==> src/rtl/lpc_tpm_if.sv <==
// lpc_tpm_if: LAD/LFRAME# pins plus the register-file req/ack handshake of the LPC TPM target.
interface lpc_tpm_if #(parameter int ADDR_NIBBLES = 4);
   logic [3:0]                  lad_in;
   logic [3:0]                  lad_out;
   logic                        lad_oe;
   logic                        lframe_n;
   logic [4*ADDR_NIBBLES-1:0]   addr;
   logic [7:0]                  wr_data;
   logic                        wr_req;
   logic                        wr_ack;
   logic                        rd_req;
   logic                        rd_valid;
   logic [7:0]                  rd_data;
   logic                        busy;
   logic                        abort;
   logic                        sync_err;
   modport slave (input lad_in, lframe_n, wr_ack, rd_valid, rd_data,
                  output lad_out, lad_oe, addr, wr_data, wr_req, rd_req, busy, abort, sync_err);
   modport master (output lad_in, lframe_n, wr_ack, rd_valid, rd_data,
                   input lad_out, lad_oe, addr, wr_data, wr_req, rd_req, busy, abort, sync_err);
endinterface

==> src/rtl/lpc_tpm_target.sv <==
// lpc_tpm_target: LPC TPM/I/O target with START/window decode, req/ack backend handshake and abort recovery.
// Defining LPC_SYNC_ERR_EN bounds long-wait SYNC to MAX_WAIT nibbles, then drives error SYNC.
module lpc_tpm_target #(
   parameter logic [3:0]  START_CODE   = 4'b0101,
   parameter int          ADDR_NIBBLES = 4,
   parameter logic [15:0] ADDR_BASE    = 16'hFED4,
   parameter logic [15:0] ADDR_MASK    = 16'hFFFF,
   parameter int          MAX_WAIT     = 8
) (
   input logic      clk,
   input logic      reset_n,
   lpc_tpm_if.slave bus
);
   localparam int AW = 4 * ADDR_NIBBLES;
   localparam logic [AW-1:0] L_MASK = AW'(ADDR_MASK);
   localparam logic [AW-1:0] L_BASE = AW'(ADDR_BASE & ADDR_MASK);
   localparam logic [1:0]    L_CT   = (ADDR_NIBBLES > 4) ? 2'b01 : 2'b00;

   typedef enum logic [3:0] {IDLE, START, CYCDIR, ADDR, WDATA, TARH, SYNC, RDATA, TART} state_t;

   state_t        r_state, w_st;
   logic [2:0]    r_cnt;
   logic          r_dir, r_wr_req, r_rd_req, r_done, r_lad_oe, r_abort;
   logic [3:0]    r_lad_out;
   logic [AW-1:0] r_addr, w_addr_nx;
   logic [7:0]    r_wr_data, r_rd_data;
   logic          w_ack, w_done, w_ready, w_abort, w_hit;

   if (ADDR_NIBBLES < 4 || ADDR_NIBBLES > 8 || MAX_WAIT < 1 || MAX_WAIT > 255) begin : g_bad_param
      $error("lpc_tpm_target: parameter out of range");
   end

   // CT/DIR arrives in the first cycle LFRAME# is high after START, so it is decoded from START.
   assign w_st      = (r_state == START && bus.lframe_n) ? CYCDIR : r_state;
   assign w_ack     = (r_wr_req & bus.wr_ack) | (r_rd_req & bus.rd_valid);
   assign w_done    = r_done | w_ack;
   assign w_abort   = !bus.lframe_n && r_state != IDLE && r_state != START;
   assign w_addr_nx = {r_addr[AW-5:0], bus.lad_in};
   assign w_hit     = (w_addr_nx & L_MASK) == L_BASE;

`ifdef LPC_SYNC_ERR_EN
   logic [7:0] r_wait;
   logic       r_err, r_sync_err;
   assign w_ready      = r_done | r_err;
   assign bus.sync_err = r_sync_err;
`else
   assign w_ready      = r_done;
   assign bus.sync_err = 1'b0;
`endif

   assign bus.lad_out = r_lad_out;
   assign bus.lad_oe  = r_lad_oe;
   assign bus.addr    = r_addr;
   assign bus.wr_data = r_wr_data;
   assign bus.wr_req  = r_wr_req;
   assign bus.rd_req  = r_rd_req;
   assign bus.busy    = r_state != IDLE;
   assign bus.abort   = r_abort;

   always_ff @(posedge clk or negedge reset_n) begin
      if (!reset_n) begin
         r_state   <= IDLE;
         r_cnt     <= '0;
         r_dir     <= 1'b0;
         r_addr    <= '0;
         r_wr_data <= '0;
         r_rd_data <= '0;
         r_wr_req  <= 1'b0;
         r_rd_req  <= 1'b0;
         r_done    <= 1'b0;
         r_lad_out <= 4'hF;
         r_lad_oe  <= 1'b0;
         r_abort   <= 1'b0;
`ifdef LPC_SYNC_ERR_EN
         r_wait     <= '0;
         r_err      <= 1'b0;
         r_sync_err <= 1'b0;
`endif
      end else begin
         r_abort <= 1'b0;
`ifdef LPC_SYNC_ERR_EN
         r_sync_err <= 1'b0;
`endif
         if (w_ack) begin
            r_wr_req <= 1'b0;
            r_rd_req <= 1'b0;
            r_done   <= 1'b1;
            if (r_rd_req) r_rd_data <= bus.rd_data;
         end
         if (w_abort) begin
            r_state   <= (bus.lad_in == START_CODE) ? START : IDLE;
            r_wr_req  <= 1'b0;
            r_rd_req  <= 1'b0;
            r_lad_oe  <= 1'b0;
            r_lad_out <= 4'hF;
            r_abort   <= 1'b1;
         end else begin
            case (w_st)
               IDLE: if (!bus.lframe_n && bus.lad_in == START_CODE) r_state <= START;
               START: r_state <= (bus.lad_in == START_CODE) ? START : IDLE;
               CYCDIR: begin
                  r_dir   <= bus.lad_in[1];
                  r_cnt   <= '0;
                  r_state <= (bus.lad_in[3:2] == L_CT) ? ADDR : IDLE;
               end
               ADDR: begin
                  r_addr <= w_addr_nx;
                  r_cnt  <= r_cnt + 3'd1;
                  if (r_cnt == 3'(ADDR_NIBBLES - 1)) begin
                     r_cnt    <= '0;
                     r_done   <= 1'b0;
                     r_rd_req <= w_hit & !r_dir;
                     r_state  <= !w_hit ? IDLE : r_dir ? WDATA : TARH;
`ifdef LPC_SYNC_ERR_EN
                     r_err <= 1'b0;
`endif
                  end
               end
               WDATA: begin
                  r_cnt <= {2'b00, !r_cnt[0]};
                  if (!r_cnt[0]) r_wr_data[3:0] <= bus.lad_in;
                  else begin
                     r_wr_data[7:4] <= bus.lad_in;
                     r_wr_req       <= 1'b1;
                     r_state        <= TARH;
                  end
               end
               TARH: begin
                  r_cnt <= {2'b00, !r_cnt[0]};
                  if (r_cnt[0]) begin
                     r_state   <= SYNC;
                     r_lad_oe  <= 1'b1;
                     r_lad_out <= w_done ? 4'h0 : 4'h6;
`ifdef LPC_SYNC_ERR_EN
                     r_wait <= 8'd1;
`endif
                  end
               end
               SYNC: begin
                  if (w_ready) begin
                     r_state   <= r_dir ? TART : RDATA;
                     r_lad_out <= r_dir ? 4'hF : r_rd_data[3:0];
                  end
                  else if (w_ack) r_lad_out <= 4'h0;
`ifdef LPC_SYNC_ERR_EN
                  else if (r_wait == 8'(MAX_WAIT)) begin
                     r_lad_out  <= 4'hA;
                     r_err      <= 1'b1;
                     r_sync_err <= 1'b1;
                     r_wr_req   <= 1'b0;
                     r_rd_req   <= 1'b0;
                     r_rd_data  <= 8'hFF;
                  end
                  else r_wait <= r_wait + 8'd1;
`endif
               end
               RDATA: begin
                  r_cnt     <= {2'b00, !r_cnt[0]};
                  r_lad_out <= r_cnt[0] ? 4'hF : r_rd_data[7:4];
                  if (r_cnt[0]) r_state <= TART;
               end
               TART: begin
                  r_cnt    <= {2'b00, !r_cnt[0]};
                  r_lad_oe <= 1'b0;
                  if (r_cnt[0]) r_state <= IDLE;
               end
               default: r_state <= IDLE;
            endcase
         end
      end
   end
endmodule

==> src/flat_wrapper.sv <==
// flat-port wrapper written by rule: the top's interface ports become plain ports
module lpc_tpm_target_flat 
#(
   parameter logic [3:0]  START_CODE   = 4'b0101,
   parameter int          ADDR_NIBBLES = 4,
   parameter logic [15:0] ADDR_BASE    = 16'hFED4,
   parameter logic [15:0] ADDR_MASK    = 16'hFFFF,
   parameter int          MAX_WAIT     = 8
)
  (clk, reset_n, bus_lad_in, bus_lframe_n, bus_wr_ack, bus_rd_valid, bus_rd_data, bus_lad_out, bus_lad_oe, bus_addr, bus_wr_data, bus_wr_req, bus_rd_req, bus_busy, bus_abort, bus_sync_err);
  lpc_tpm_if #(.ADDR_NIBBLES(ADDR_NIBBLES)) bus_i ();
  input logic clk;
  input logic reset_n;
  input wire logic [$bits(bus_i.lad_in)-1:0] bus_lad_in;
  input wire logic [$bits(bus_i.lframe_n)-1:0] bus_lframe_n;
  input wire logic [$bits(bus_i.wr_ack)-1:0] bus_wr_ack;
  input wire logic [$bits(bus_i.rd_valid)-1:0] bus_rd_valid;
  input wire logic [$bits(bus_i.rd_data)-1:0] bus_rd_data;
  output wire logic [$bits(bus_i.lad_out)-1:0] bus_lad_out;
  output wire logic [$bits(bus_i.lad_oe)-1:0] bus_lad_oe;
  output wire logic [$bits(bus_i.addr)-1:0] bus_addr;
  output wire logic [$bits(bus_i.wr_data)-1:0] bus_wr_data;
  output wire logic [$bits(bus_i.wr_req)-1:0] bus_wr_req;
  output wire logic [$bits(bus_i.rd_req)-1:0] bus_rd_req;
  output wire logic [$bits(bus_i.busy)-1:0] bus_busy;
  output wire logic [$bits(bus_i.abort)-1:0] bus_abort;
  output wire logic [$bits(bus_i.sync_err)-1:0] bus_sync_err;
  assign bus_i.lad_in = bus_lad_in;
  assign bus_i.lframe_n = bus_lframe_n;
  assign bus_i.wr_ack = bus_wr_ack;
  assign bus_i.rd_valid = bus_rd_valid;
  assign bus_i.rd_data = bus_rd_data;
  assign bus_lad_out = bus_i.lad_out;
  assign bus_lad_oe = bus_i.lad_oe;
  assign bus_addr = bus_i.addr;
  assign bus_wr_data = bus_i.wr_data;
  assign bus_wr_req = bus_i.wr_req;
  assign bus_rd_req = bus_i.rd_req;
  assign bus_busy = bus_i.busy;
  assign bus_abort = bus_i.abort;
  assign bus_sync_err = bus_i.sync_err;
  lpc_tpm_target #(.START_CODE(START_CODE), .ADDR_NIBBLES(ADDR_NIBBLES), .ADDR_BASE(ADDR_BASE), .ADDR_MASK(ADDR_MASK), .MAX_WAIT(MAX_WAIT)) u_core (.clk(clk), .reset_n(reset_n), .bus(bus_i));
endmodule
==> config.mk <==
export PLATFORM = sky130hd
export DESIGN_NAME = lpc_tpm_target_flat
export DESIGN_NICKNAME = d
export VERILOG_FILES = /design/src/rtl/lpc_tpm_if.sv /design/src/rtl/lpc_tpm_target.sv /design/src/flat_wrapper.sv
export SDC_FILE = /design/constraint.sdc
export NUM_CORES = 1
export LEC_CHECK = 0
export ABC_AREA = 1
export CORE_UTILIZATION = 54
export DETAILED_ROUTE_END_ITERATION = 6
export PLACE_DENSITY = 0.86
export SYNTH_ARGS = -nofsm -noshare
export SYNTH_HDL_FRONTEND = slang
export SYNTH_SLANG_ARGS = --single-unit
export TNS_END_PERCENT = 30
==> constraint.sdc <==
create_clock -name clk -period 2.6 [get_ports clk]
set_input_delay 0.52 -clock clk [delete_from_list [all_inputs] [get_ports clk]]
set_output_delay 0.52 -clock clk [all_outputs]
set_load 0.005 [all_outputs]
; ---- Yosys cells after proc, flatten, opt, wreduce, memory -nomap -nowiden
; Index checks and enable logic that the tools add are counted.
; W data, S select, Z words.
[word_totals]
ff_bits = 49
wordCells = 106
[classes]
add_sub_neg = 1
eq_ne = 21
muxes = 41
n_bitwise = 7
reduce_logical = 23
[op_table]
columns = cell, n
row1 = $mux W4, 17
row2 = $pmux W4 S9, 1
row3 = $ne A3 B1 Y1 const B, 7
row4 = $eq A4 B3 Y1 const B, 5
row5 = $mux W1, 17
row6 = $eq A16 B16 Y1 const B, 1
row7 = $pmux W4 S3, 1
row8 = $reduce_and A2 Y1, 5
row9 = $pmux W3 S3, 1
row10 = $reduce_and A3 Y1, 3
row11 = $eq A4 B1 Y1 const B, 2
row12 = $eq A4 B2 Y1 const B, 2
row13 = $ne A4 B1 Y1 const B, 2
row14 = $reduce_bool A4 Y1, 2
row15 = $reduce_and A7 Y1, 1
row16 = $mux W3, 2
row17 = $reduce_bool A3 Y1, 2
row18 = $eq A4 B4 Y1 const B, 1
row19 = $logic_and A1 B1 Y1, 4
row20 = $logic_not A4 Y1, 1
row21 = $reduce_or A4 Y1, 1
row22 = $add A3 B1 Y3 const B, 1
row23 = $and A1 B1 Y1, 3
row24 = $eq A3 B2 Y1 const B, 1
row25 = 6 further kinds, 10

; ---- Longest topological paths before layout
; Gate-level depths: netlist of run 1.
[depth]
ltp_word = 7
depth_mapped = 10

; ---- Worst setup path after synthesis of run 1
; No wires, ideal clock.
[synth_path]
kind = input port to flip-flop
start = input bus_wr_ack
end = register u_core.r_rd_data[0]
t_arrival_ps = 1308
required_ps = 2475
path_slack_ps = 1167
cell_stages = 4
n_path_buf = 0
path_cell_list = inv_1 > o22ai_1 > nand2_2 > mux2_2
[synth_between]
elab_chain_len = 3
[synth_rtl]
columns = item, line
row1 = from (decl), flat_wrapper.sv:16  ; input wire logic [$bits(bus_i.wr_ack)-1:0] bus_wr_ack;
row2 = $and A1 B1 Y1, lpc_tpm_target.sv:35  ; assign w_ack = (r_wr_req & bus.wr_ack) | (r_rd_req & bus.rd_valid);
row3 = $or A1 B1 Y1, lpc_tpm_target.sv:35
row4 = $reduce_and A2 Y1 (no source line), -
row5 = to (signal assigned), lpc_tpm_target.sv:88  ; if (r_rd_req) r_rd_data <= bus.rd_data;
row6 = to (decl), lpc_tpm_target.sv:26  ; logic [7:0] r_wr_data, r_rd_data;
; Every way passes these cells.
; A chain may end at the register's enable or synchronous reset.

; ---- Worst setup path in the final report of run 1
[layout_path]
start = register u_core.r_state[1]
end = output bus_busy
[layout_between]
elab_chain_len = 1
[layout_rtl]
columns = item, line
row1 = from (decl), lpc_tpm_target.sv:21  ; state_t r_state, w_st;
row2 = from (signal assigned), lpc_tpm_target.sv:91  ; r_state <= (bus.lad_in == START_CODE) ? START : IDLE;
row3 = from (signal assigned), lpc_tpm_target.sv:100  ; START: r_state <= (bus.lad_in == START_CODE) ? START : IDLE;
row4 = from (signal assigned), lpc_tpm_target.sv:104  ; r_state <= (bus.lad_in[3:2] == L_CT) ? ADDR : IDLE;
row5 = $reduce_bool A4 Y1, lpc_tpm_target.sv:57  ; assign bus.busy = r_state != IDLE;
row6 = to (decl), flat_wrapper.sv:25  ; output wire logic [$bits(bus_i.busy)-1:0] bus_busy;
; Every way passes these cells.

==> impl_metrics.yaml, run 1 <==
place:
  dp_hpwl_mm: 4.20
  dpl_worst_slack_ns: 0.436
  total_instance_count_after_detailed_placement: 374
  numPortBuffers: 49
  gp_congestion: 0.991
cts:
  ctsResizeCount: 0
  htree_levels: 2
  numClockSinks: 49
  clock_tree.buffer_depth: 2
  insertion_delay_ns: 0.30
  cts-root-buf: "clkbuf_8"
  cts-buffers-inserted: 5
  cts_tree: "done"
  cts_setup_buffers: 0
  holdBufCountCts: 0
  worst_setup_hold_path_clk_slew_ns: 0.10
setup_path:
  r2r-end: "u_core.bus.addr[14]$_DFFE_PN0P_"
  crit_slowest_cell: "dfrtp_1"
  register_to_register_path_depth: 5
  crit_path_start_kind: "register"
  max_stage_delay_ns: 0.47
  critical_path.cell_chain: "nor2_1 -> inv_2 -> nor2_1 -> inv_1 -> clkdlybuf4s50_1"
  worstPathRequired_ns: 2.08
  critical-path-top-cell-by-count: "nor2_1"
  timing.critical_path.to_type: "output port"
  critical_path_class: "reg2out"
  arrival_ns: 1.73
  timing.rr.start: "u_core.r_state[3]$_DFFE_PN0P_"
  rrSetupSlack_ns: 0.85
  worstPathMaxFanout: 6
  timing.critical_path.from: "u_core.r_state[1]$_DFFE_PN0P_"
  worst_setup_path_endpoint: "bus_busy"
pwr:
  total_power_w: 0.00273
  cellPowerDensity_nw_per_um2: 892
  irDropWorstVdd_mv: 0.448
  cellLeakagePower_nw: 1.51
yosys:
  sequential_to_total_area_share_from_yosys_stat_pct: 51.7
  synth.area.mux_share_pct: 6.14
  postSynth.topFlopCell: "dfrtp_1"
  post-synth-top-area-fraction_pct: 47.3
  yosysWarnings: 0
  synthesis.area_per_instance_um2: 8.60
  yosys.area_share.simple_pct: 26.4
  library_cell_occupying_the_most_area_in_the_post_synthesis_netlist: "dfrtp_1"
  synth_top_family_by_area: "simple AND/OR/NAND/NOR gates"
  synth-async-reset-ratio_pct: 100
  post_synth_fa_ha_maj_area_fraction_pct: 0.525
  yosysUniqueCellTypes: 27
  syn_nets: 295
  yosys-top-cells-area: "dfrtp_1, nand2_1, mux2_2"
  synth_area_um2: 2380
  number_of_enable_type_register_cells_in_the_synthesized_netlist: 0
  syn-instance-count: 277
  ys_seq_elements: 49
  synth-compound-area-share_pct: 9.09
  synthXorXnorAreaFrac_pct: 0
layout:
  layout.cells.most_common_list: "nand2_1, clkdlybuf4s50_1, dfrtp_1"
  fin_util_pct: 74.3
  area_added_between_synthesis_and_finish_pct: 28.4
  antenna-diode-count: 0
  layout.nets: 349
  non_filler_cells_in_the_finished_layout: 382
  drive_above_1_share_pct: 15.4
  mostFrequentLayoutCell: "nand2_1"
die:
  floorplan.rows: 23
  die_h_um: 68.4
  die_width_um: 68.4
  io-pin-count: 51
  start_util_pct: 57.9
  core-area_um2: 4120
  fp.dieArea_um2: 4680
sta:
  finalCritPeriodShare_pct: 86.7
  maxSlewViolCount: 0
  final.setup_skew_ns: 0.00848
  timing.final.setup_violations: 0
  unrepaired_setup_endpoints_after_global_routing: "false"
  hold_fails_final_rpt: 0
  finalWorstSetupSlack_ns: 0.346
  final_period_minus_worst_setup_slack_ns: 2.25
  tns_ns: 0
  fmax_ghz: 0.444
grt:
  grt_max_degree: 28
  grt_first_pass_wirelength_mm: 9.51
  initial_antenna_violation_count: 0
  vias_in_the_first_global_route: 2052
  global_route.overflow_total: 0
  global_route.usage.total_pct: 28.0
worst_hold_path:
  holdCritPathClass: "in2async"
routing:
  drcViolationCount: 0
  drt_iter0_markers: 175
  vias_per_cell: 5.58
  routed_wire_length_per_instance_um: 15.1
  drtPass1Iterations: 5
  totalWireLength_mm: 5.76
  detailroute.via_count: 2132
  antenna_left: 0
run:
  cap_viol_max_count: 0
run_status:
  run_status: "finished clean"
## critical path: cells and delay by family (launching register included)
kind          cells  cell delay (ns)
buf+inv           3             0.58
simple gates      2             0.37
flops             1             0.47
## where the power goes
group | internal (W) | leakage [nW] | total, W | switching, W
clock | 0.000387 | 0.0687 | 0.000653 | 0.000266
combinational | 0.000459 | 0.801 | 0.000982 | 0.000524
sequential | 0.000948 | 0.639 | 0.00109 | 0.000144
total | 0.00179 | 1.51 | 0.00273 | 0.000933
## area by class of cell
class / count / area, µm²
inverters: 31 / 119
clock inverters: 3 / 68.8
multi-input cells: 193 / 1010
repair buffers: 51 / 500
well taps: 50 / 62.6
clock buffers: 5 / 68.8
flip-flops and latches: 49 / 1230
fillers: 292 / 1060
## worst min path at each step
stage | cells after the start | endpoint | slack, ns | from
floorplan | 0 | u_core.bus.abort$_DFF_PN0_ | 0.22 | reset_n
global placement | 2 | u_core.bus.lad_out[2]$_DFFE_PN1P_ | 0.46 | u_core.bus.lad_out[2]$_DFFE_PN1P_
detailed placement | 2 | u_core.bus.lad_out[1]$_DFFE_PN1P_ | 0.46 | u_core.bus.lad_out[1]$_DFFE_PN1P_
CTS | 1 | u_core.bus.addr[14]$_DFFE_PN0P_ | 0.15 | reset_n
global route | 1 | u_core.bus.addr[14]$_DFFE_PN0P_ | 0.17 | reset_n
finish | 1 | u_core.bus.abort$_DFF_PN0_ | 0.15 | reset_n
## cells in the mapped netlist, types with 3 or more instances
library cell,count
o21ai_0,27
mux2_2,13
nor2_4,3
dfstp_2,4
nand3_2,4
dfrtp_1,45
nand3_1,22
inv_1,24
a21oi_1,10
nand2_1,59
inv_2,6
nor2_1,34
nand2_2,6
## per-layer routing
| layer | global-route usage [%] | vias up | part of all wire [%] |
|---|---|---|---|
| li1 | - | 1008 | - |
| met1 | 36.9 | 1008 | 44 |
| met2 | 46.0 | 101 | 48 |
| met3 | 6.50 | 15 | 6.0 |
| met4 | 7.81 | 0 | 1.9 |
| met5 | 0 | - | 0 |
## cell families after synthesis
group,Yosys count
fa+ha+maj,1
buf+inv,35
compound gates,42
simple gates,136
flops,49
other cells,1
mux,13
## state kept, by name, indices dropped and copies added (netlist names)
register and cells:
u_core.bus.abort 1, u_core.bus.addr 16, u_core.bus.lad_oe 1, u_core.bus.lad_out 4, u_core.bus.rd_req 1, u_core.bus.wr_data 8
u_core.bus.wr_req 1, u_core.r_cnt 3, u_core.r_dir 1, u_core.r_done 1, u_core.r_rd_data 8, u_core.r_state 4
## per-stage QoR
step / hold WS, ns / cell area, µm²
CTS: 0.154 / 3060
finish: 0.149 / 3060
detailed placement: 0.464 / 2920
global placement: 0.461 / 2920
global route: 0.170 / 3060
floorplan: 0.224 / 2380
Power figures use the tool's default switching activity.
==> inputs of run 2 (changes only) <==
--- a/config.mk
+++ b/config.mk
@@ -8,7 +8,9 @@
 export ABC_AREA = 1
 export CORE_UTILIZATION = 54
 export DETAILED_ROUTE_END_ITERATION = 6
+export HOLD_SLACK_MARGIN = 0.02
 export PLACE_DENSITY = 0.86
+export SLEW_MARGIN = 25
 export SYNTH_ARGS = -nofsm -noshare
 export SYNTH_HDL_FRONTEND = slang
 export SYNTH_SLANG_ARGS = --single-unit
==> results of run 2 <==
Same layout as run 1: the final DEF is identical, and so are final timing and power.
